`src/rtl/alu_dispatch_pkg.sv`:
```
// alu_dispatch_pkg: opcode encoding and default widths shared by the
// operand dispatch stage and its FIFO.
package alu_dispatch_pkg;

  // Opcode selects the logic unit whose result is captured
  typedef logic [1:0] op_t;

  localparam op_t OP_AND = 2'd0;
  localparam op_t OP_OR  = 2'd1;
  localparam op_t OP_XOR = 2'd2;
  localparam op_t OP_ADD = 2'd3;

  localparam int DATA_W_DEF = 8;
  localparam int TAG_W_DEF  = 2;
  localparam int DEPTH_DEF  = 4;

endpackage

```
`src/rtl/alu_op_dispatch_op_fifo.sv`:
```
// op_fifo: DEPTH-entry request buffer with wrapping pointers and an
// occupancy counter. Push is ignored when full, pop when empty, and
// flush discards everything (including a same-cycle push).
module op_fifo #(
  parameter int WIDTH = 8,
  parameter int DEPTH = 4
) (
  input  logic                     clk,
  input  logic                     rst_n,
  input  logic                     flush,
  input  logic                     push,
  input  logic                     pop,
  input  logic [WIDTH-1:0]         wr_data,
  output logic [WIDTH-1:0]         rd_data,
  output logic                     full,
  output logic                     empty,
  output logic [$clog2(DEPTH):0]   count
);

  localparam int PTR_W = $clog2(DEPTH);
  localparam int CNT_W = PTR_W + 1;

  logic [WIDTH-1:0] mem_r [DEPTH];
  logic [PTR_W-1:0] wr_ptr_r;
  logic [PTR_W-1:0] rd_ptr_r;
  logic [CNT_W-1:0] count_r;
  logic             push_ok_s;
  logic             pop_ok_s;

  assign full    = (count_r == CNT_W'(DEPTH));
  assign empty   = (count_r == {CNT_W{1'b0}});
  assign count   = count_r;
  assign rd_data = mem_r[rd_ptr_r];

  // Qualify push/pop against current occupancy
  always_comb begin
    push_ok_s = push && !full;
    pop_ok_s  = pop && !empty;
  end

  // Entry storage; written only on an accepted, non-flushed push
  always_ff @(posedge clk) begin
    if (push_ok_s && !flush) begin
      mem_r[wr_ptr_r] <= wr_data;
    end
  end

  // Pointers and occupancy; power-of-two depth lets pointers wrap naturally
  always_ff @(posedge clk or negedge rst_n) begin
    if (!rst_n) begin
      wr_ptr_r <= {PTR_W{1'b0}};
      rd_ptr_r <= {PTR_W{1'b0}};
      count_r  <= {CNT_W{1'b0}};
    end else if (flush) begin
      wr_ptr_r <= {PTR_W{1'b0}};
      rd_ptr_r <= {PTR_W{1'b0}};
      count_r  <= {CNT_W{1'b0}};
    end else begin
      if (push_ok_s) begin
        wr_ptr_r <= wr_ptr_r + PTR_W'(1);
      end
      if (pop_ok_s) begin
        rd_ptr_r <= rd_ptr_r + PTR_W'(1);
      end
      case ({push_ok_s, pop_ok_s})
        2'b10:   count_r <= count_r + CNT_W'(1);
        2'b01:   count_r <= count_r - CNT_W'(1);
        default: count_r <= count_r;
      endcase
    end
  end

endmodule

```
`src/rtl/alu_op_dispatch.sv`:
```
// alu_op_dispatch: buffers tagged requests, issues one per cycle onto the
// shared operand bus (fu_a/fu_b) and returns the selected unit result with
// its tag. Optional macro ALU_DISPATCH_COUNT_EN adds a 16-bit op_count of
// completed results.
module alu_op_dispatch
  import alu_dispatch_pkg::*;
#(
  parameter int DATA_W = DATA_W_DEF,
  parameter int DEPTH  = DEPTH_DEF,
  parameter int TAG_W  = TAG_W_DEF
) (
  input  logic                  clk,
  input  logic                  rst_n,
  input  logic                  flush,
  input  logic                  in_valid,
  output logic                  in_ready,
  input  op_t                   in_op,
  input  logic [DATA_W-1:0]     in_a,
  input  logic [DATA_W-1:0]     in_b,
  input  logic [TAG_W-1:0]      in_tag,
  output logic [DATA_W-1:0]     fu_a,
  output logic [DATA_W-1:0]     fu_b,
  input  logic [4*DATA_W-1:0]   fu_res,
  output logic                  out_valid,
  input  logic                  out_ready,
  output logic [DATA_W-1:0]     out_data,
  output logic [TAG_W-1:0]      out_tag,
  output logic                  out_zero
`ifdef ALU_DISPATCH_COUNT_EN
  ,
  output logic [15:0]           op_count
`endif
);

  localparam int ENTRY_W = 2 + TAG_W + 2 * DATA_W;

  logic [ENTRY_W-1:0]    fifo_wr_s;
  logic [ENTRY_W-1:0]    fifo_rd_s;
  logic                  fifo_full_s;
  logic                  fifo_empty_s;
  logic [$clog2(DEPTH):0] fifo_count_s;
  logic                  unused_count_s;

  op_t                   head_op_s;
  logic [TAG_W-1:0]      head_tag_s;
  logic [DATA_W-1:0]     head_a_s;
  logic [DATA_W-1:0]     head_b_s;

  logic                  push_s;
  logic                  pop_s;
  logic                  res_free_s;
  logic                  iss_adv_s;
  logic [DATA_W-1:0]     sel_res_s;

  op_t                   iss_op_r;
  logic [TAG_W-1:0]      iss_tag_r;
  logic                  iss_valid_r;

  assign fifo_wr_s = {in_op, in_tag, in_a, in_b};
  assign {head_op_s, head_tag_s, head_a_s, head_b_s} = fifo_rd_s;
  assign in_ready  = !fifo_full_s;
  // Occupancy is kept for debug visibility; control only needs full/empty
  assign unused_count_s = ^fifo_count_s;

  op_fifo #(
    .WIDTH (ENTRY_W),
    .DEPTH (DEPTH)
  ) u_fifo (
    .clk     (clk),
    .rst_n   (rst_n),
    .flush   (flush),
    .push    (push_s),
    .pop     (pop_s),
    .wr_data (fifo_wr_s),
    .rd_data (fifo_rd_s),
    .full    (fifo_full_s),
    .empty   (fifo_empty_s),
    .count   (fifo_count_s)
  );

  // Pipeline handshake: result slot frees on consume, issue advances into it,
  // FIFO head loads when the issue slot is empty or moving on
  always_comb begin
    push_s     = in_valid && !fifo_full_s;
    res_free_s = !out_valid || out_ready;
    iss_adv_s  = iss_valid_r && res_free_s;
    pop_s      = !fifo_empty_s && (!iss_valid_r || res_free_s);
  end

  // Pick the unit result matching the issued opcode
  always_comb begin
    case (iss_op_r)
      OP_AND:  sel_res_s = fu_res[0*DATA_W +: DATA_W];
      OP_OR:   sel_res_s = fu_res[1*DATA_W +: DATA_W];
      OP_XOR:  sel_res_s = fu_res[2*DATA_W +: DATA_W];
      OP_ADD:  sel_res_s = fu_res[3*DATA_W +: DATA_W];
      default: sel_res_s = fu_res[0*DATA_W +: DATA_W];
    endcase
  end

  // Issue register; operands stay stable on the bus while stalled
  always_ff @(posedge clk or negedge rst_n) begin
    if (!rst_n) begin
      iss_valid_r <= 1'b0;
      iss_op_r    <= OP_AND;
      iss_tag_r   <= {TAG_W{1'b0}};
      fu_a        <= {DATA_W{1'b0}};
      fu_b        <= {DATA_W{1'b0}};
    end else if (flush) begin
      iss_valid_r <= 1'b0;
    end else if (pop_s) begin
      iss_valid_r <= 1'b1;
      iss_op_r    <= head_op_s;
      iss_tag_r   <= head_tag_s;
      fu_a        <= head_a_s;
      fu_b        <= head_b_s;
    end else if (iss_adv_s) begin
      iss_valid_r <= 1'b0;
    end
  end

  // Result register; holds while the consumer back-pressures
  always_ff @(posedge clk or negedge rst_n) begin
    if (!rst_n) begin
      out_valid <= 1'b0;
      out_data  <= {DATA_W{1'b0}};
      out_tag   <= {TAG_W{1'b0}};
      out_zero  <= 1'b1;
    end else if (flush) begin
      out_valid <= 1'b0;
    end else if (iss_adv_s) begin
      out_valid <= 1'b1;
      out_data  <= sel_res_s;
      out_tag   <= iss_tag_r;
      out_zero  <= (sel_res_s == {DATA_W{1'b0}});
    end else if (out_valid && out_ready) begin
      out_valid <= 1'b0;
    end
  end

`ifdef ALU_DISPATCH_COUNT_EN
  // Completed-result counter, wraps at 16 bits
  always_ff @(posedge clk or negedge rst_n) begin
    if (!rst_n) begin
      op_count <= 16'd0;
    end else if (flush) begin
      op_count <= 16'd0;
    end else if (out_valid && out_ready) begin
      op_count <= op_count + 16'd1;
    end
  end
`endif

endmodule

```
`config.mk`:
```
export PLATFORM = sky130hd
export DESIGN_NAME = alu_op_dispatch
export DESIGN_NICKNAME = d
export VERILOG_FILES = /design/src/rtl/alu_dispatch_pkg.sv /design/src/rtl/alu_op_dispatch_op_fifo.sv /design/src/rtl/alu_op_dispatch.sv
export SDC_FILE = /design/constraint.sdc
export NUM_CORES = 1
export LEC_CHECK = 0
export BUFFER_PORTS_ARGS = -buffer_cell sky130_fd_sc_hd__buf_4
export CAP_MARGIN = 20
export CORE_MARGIN = 2
export CORE_UTILIZATION = 50
export DETAILED_ROUTE_END_ITERATION = 7
export PLACE_DENSITY = 0.74
export RECOVER_POWER = 100
export SLEW_MARGIN = 20
export SYNTH_ARGS = -nofsm -noshare
export SYNTH_HDL_FRONTEND = slang
export SYNTH_SLANG_ARGS = --single-unit
```
`constraint.sdc`:
```
create_clock -name clk -period 2.3 [get_ports clk]
set_clock_uncertainty 0.2 [all_clocks]
set_input_delay 0.46 -clock clk [delete_from_list [all_inputs] [get_ports clk]]
set_output_delay 0.46 -clock clk [all_outputs]
set_load 0.02 [all_outputs]
```
### Word level (Yosys, flattened, before mapping)

Memory sizes are Yosys's and may differ from the RTL's. A register that Yosys moved wholly into a read port is not among the register bits.
Index checks and enable logic that the tools add are counted.

* add/sub/neg operators: 4
* equal/unequal tests: 6
* mux-type cells: 15
* bitwise operators: 1
* reductions and logical operators: 25

Operator list (number)
* $pmux 8 s4: 1
* $reduce_bool 3->1: 3
* $logic_not 8->1: 1
* $mux 1: 8
* $mux 2: 4
* $logic_and 1x1->1: 7
* $eq 2x2->1 const B: 3
* $logic_not 1->1: 6
* $pmux 3 s2: 1
* $add 2x1->2 const B: 2
* $eq 2x1->1 const B: 2
* $reduce_and 2->1: 2
* $reduce_bool 2->1: 2
* $add 3x1->3 const B: 1
* $eq 3x3->1 const B: 1
* $logic_not 3->1: 1
* $mux 3: 1
* $sub 3x1->3 const B: 1
* $logic_not 2->1: 1
* $logic_or 1x1->1: 2
* $not 1->1: 1

* flip-flop bits (word level): 20
* memory bits (writable): 80
* output and inout bits: 29
* memories kept: 1

Memory list
* u_fifo.mem_r: depth 4, bits a word 20, read ports 1, clocked after memory_dff 1, wr ports 1, line alu_op_dispatch_op_fifo.sv:23 `logic [WIDTH-1:0] mem_r [DEPTH];`

### Depth between registers and ports, before layout

* depth in word-level cells: 8
* mapped depth: 7
* mapped depth without buffers: 6

### Hierarchy

Synthesis repeated with hierarchy kept, for this count alone.

* cells, all modules: 259
* area, all modules: 4906.0 µm²

By module, submodules not included
* op_fifo: instances 1, cells an instance 168, area each 3424.5 µm², sequential area each 2577.5 µm²
* alu_op_dispatch: instances 1, cells an instance 91, area each 1481.4 µm², sequential area each 827.0 µm²

### Least setup slack after synthesis

OpenSTA, ideal clock, no wires.

* path kind: flip-flop to flip-flop
* from: register u_fifo.count_r[0], in the netlist u_fifo.count[0]
* to: register u_fifo.count_r[2], in the netlist u_fifo.count[2]
* data arrival time: 1.896 ns
* required time: 1.965 ns
* slack: 0.069 ns
* stages on the path, launching flop included: 8
* path buffers: 1
* path through: dfrtp_1 or3b_1 buf_6 a211oi_2 fa_1 o2111a_1 o21a_1 nor3_2

* longest elaborated chain between the ends: 7
* elaborated cells on any way between the ends: 15

Ends and longest elaborated chain
* start, declared: line alu_op_dispatch_op_fifo.sv:26 `logic [CNT_W-1:0] count_r;`
* start signal, assigned: line alu_op_dispatch_op_fifo.sv:53 `count_r <= {CNT_W{1'b0}};`
* start signal, assigned: line alu_op_dispatch_op_fifo.sv:57 `count_r <= {CNT_W{1'b0}};`
* start signal, assigned: line alu_op_dispatch_op_fifo.sv:66 `2'b10: count_r <= count_r + CNT_W'(1);`
* $eq 3x3->1 *: line alu_op_dispatch_op_fifo.sv:30 `assign full = (count_r == CNT_W'(DEPTH));`
* $logic_not 1->1 *
* named net in_ready: line alu_op_dispatch.sv:16 `output logic in_ready,`
* $logic_and 1x1->1: line alu_op_dispatch.sv:84 `push_s = in_valid && !fifo_full_s;`
* $logic_and 1x1->1 *: line alu_op_dispatch_op_fifo.sv:37 `push_ok_s = push && !full;`
* $eq 2x1->1 / $eq 2x2->1 (equally long branches): line alu_op_dispatch_op_fifo.sv:65 `case ({push_ok_s, pop_ok_s})`
* $pmux 3 s2: line alu_op_dispatch_op_fifo.sv:65
* $mux 3: line alu_op_dispatch_op_fifo.sv:54 `end else if (flush) begin`

Mark *: on every way through the listed nets, which the timed path passes. The rest lies on a longest branch.
A chain may end at the register's enable or synchronous reset.

### Worst setup path in the final report

* from: register u_fifo.count_r[0], in the netlist u_fifo.count[0]
* to: output in_ready

* longest elaborated chain between the ends: 2

Ends and longest elaborated chain
* $eq 3x3->1: line alu_op_dispatch_op_fifo.sv:30
* $logic_not 1->1: line alu_op_dispatch.sv:61 `assign in_ready = !fifo_full_s;`
* end, declared: line alu_op_dispatch.sv:16

No other way between the ends.

==> results.txt <==
Kind of critical path = register to output pin
Post-Syn Instances = 243
Hold path start = flush
Avg Vias per Cell = 5.31
Post-CTS setup buffers = 0
Core area = 9280 um^2
Vias in the first global route = 2858
DR iter-0 viols = 140
Seq. cell area = 3400 um^2
First-pass DRT Iterations = 4
Core Rows = 35
RSZ-0062 raised after global routing = no
Mapped cell area = 4820 um^2
R2r worst-path depth = 5
Die Area = 10400 um^2
Chip width = 102 um
Residual DRC count = 0
Avg Synthesized Cell Area = 19.8 um^2
PortBufs = 85
Overall power = 7.80 mW
Hold Crit Class = primary input to register
Synthesis-to-finish area growth = 30.1%
Largest net degree at the start of global routing = 41
Worst Setup SP = u_fifo.count[0]
Yosys cell types = 36
Power Dens Cells = 1250 nW/um^2
Gr usage total = 19.1%
Final setup viols = 0
CTS root buf = clkbuf_8
Slew margin rel. = 28.0%
Critical Path RT = 1640 ps
Post-Synth Adder-Cell Area = 1.45%
Post-layout nets = 429
Seq/Total Area, Yosys = 70.7%
# IOs = 86
R2r endpoint = fu_b[0]
DP Worst Slack = 106 ps
Clock transition at the registers of the reported paths = 60 ps
First-pass GRT wire length = 14400 um
CTS sink count = 120
Setup TNS = 0 ps
Peak VDD IR = 0.000667 V
Total CTS buffers = 17
Final hold violation count = 0
Maximum clock path buffer count = 2
Simple-gate area share of the yosys netlist = 3.79%
Initial antenna violation count = 0
Routed via count = 2705
Starting Density = 51.9%
Reg-to-reg startpoint = u_fifo.count[0]
Largest family of logic cells by synthesized area = multiplexers
Outcome = finished, final reports clean
Critical path launch point type = register
Wire length per cell = 18.0 um
Post-synthesis mux area share = 20.1%
Share of layout cells above drive strength 1 = 37.1%
Syn. warnings = 0
Most common cell after layout, fill and taps aside = edfxtp_1
Worst Path Arrival = 1570 ps
Worst-Skew Late Latency = 500 ps
Gpl congestion = 0.767
Least-Margin Pin Slew = 1080 ps
Fin crit share = 96.8%
Synthesized Nets = 305
Crit Path Max Fanout = 5
Final core occ = 67.5%
Layout fillers = 647
Number of max-cap violations = 0
DRT antenna net count = 0
Setup ws final = 74.1 ps
FMAX = 449 MHz
CTS tree = yes
H-tree depth = 4
Synth Area in Compound Gates = 2.00%
N_diodes = 0
Final WL = 9160 um
Die Y = 102 um
Hold Worst Slack = 36.6 ps
Setup crit end kind = output pin
Min Tclk post-route = 2230 ps
HPWL Detailed = 5310 um
Most frequent cells in the layout = edfxtp_1, clkbuf_1, buf_4
Synth Register Bits = 120
Reg2Reg Setup Slack = 120 ps
Pins Over Slew Limit = 0
Area occupied by multi-input gates = 1340 um^2
Total gr overflow = 0
CP Capture Point = in_ready
Leakage = 2.27 nW
XOR/XNOR Fraction of Synth Area = 0.364%
final cells by class:
class,instances,area share [%]
sequential,120,54.3
multi-input combinational,107,21.3
timing repair buffer,118,12.1
clock buffer,18,6.67
clock inverter,14,2.80
tap,129,2.58
inverter,3,0.180
per-stage QoR:
stage	std cells	cell area [um^2]
3_3_place_gp	456	5680
2_1_floorplan	243	4820
4_1_cts	509	6480
6_report	509	6270
5_1_grt	509	6270
3_5_place_dp	456	5680
routing by layer:
metal,global-route usage [%],up-vias,share of wire [%]
met5,0,-,0
met1,24.0,1377,43
met4,7.08,0,1.4
li1,-,1220,-
met2,31.5,97,49
met3,6.09,11,6.2
Yosys cell counts, drive strengths merged:
master	n	area share, %
fa	1	0.42
xnor2	1	0.18
dfrtp	39	20
mux2	30	7.0
and2	4	0.52
nor4	2	0.26
edfxtp	80	50
a21oi	4	0.42
or3b	2	0.36
nand2	2	0.16
clkbuf	5	0.39
nor2	5	0.39
ha	4	1.0
mux4	28	13
nand3	2	0.21
and3b	1	0.18
a2111oi	1	0.31
o21ai	4	0.42
xor2	1	0.18
buf	8	0.96
nor2b	1	0.13
or3	1	0.13
dfstp	1	0.55
inv	3	0.23
a211oi	1	0.26
o2111a	1	0.23
nor3b	2	0.42
nand3b	2	0.31
o211a	1	0.21
o21a	1	0.16
nor3	5	0.73
critical path: stages (launching register included):
cell and delay, ps:
dfrtp_1 430, or3b_4 460, buf_4 180
how the worst min path moves through the flow:
stage / slack (ps) / to / cells past startpoint
final: 40 / u_fifo.wr_ptr_r[1] / 2
after global routing: 20 / u_fifo.rd_ptr_r[0] / 2
after CTS: 5 / u_fifo.count[2] / 2
after detailed placement: 260 / out_zero / 2
after global placement: 260 / out_zero / 2
after floorplan: -40 / fu_a[0] / 0
sequential cells by signal, indices dropped and copies added (netlist names), 2 cells and up:
signal           flops
u_fifo.mem_r        80
fu_a                 8
fu_b                 8
out_data             8
u_fifo.count         3
iss_op_r             2
iss_tag_r            2
out_tag              2
u_fifo.rd_ptr_r      2
u_fifo.wr_ptr_r      2
logic make-up after synthesis:
group | after synthesis
AO/OA/AOI/OAI | 13
XOR/XNOR | 2
adder cells (fa/ha/maj) | 5
buffers and inverters | 16
flip-flops | 120
multiplexers | 58
AND/OR/NAND/NOR | 29
power by group:
| part | switching (mW) | leakage, nW | internal, mW |
|---|---|---|---|
| Clock | 0.948 | 0.282 | 1.66 |
| Combinational | 1.10 | 0.784 | 1.08 |
| Sequential | 0.273 | 1.21 | 2.74 |
| Total | 2.32 | 2.27 | 5.48 |
what timing repair did:
item / in CTS / in global routing
endpoints found under the hold margin: 119 / 0
gates resized for setup: 1 / 0
hold buffers: 21 / 0
setup endpoints to repair: 1 / 0
(Power assumes the default switching activity.)
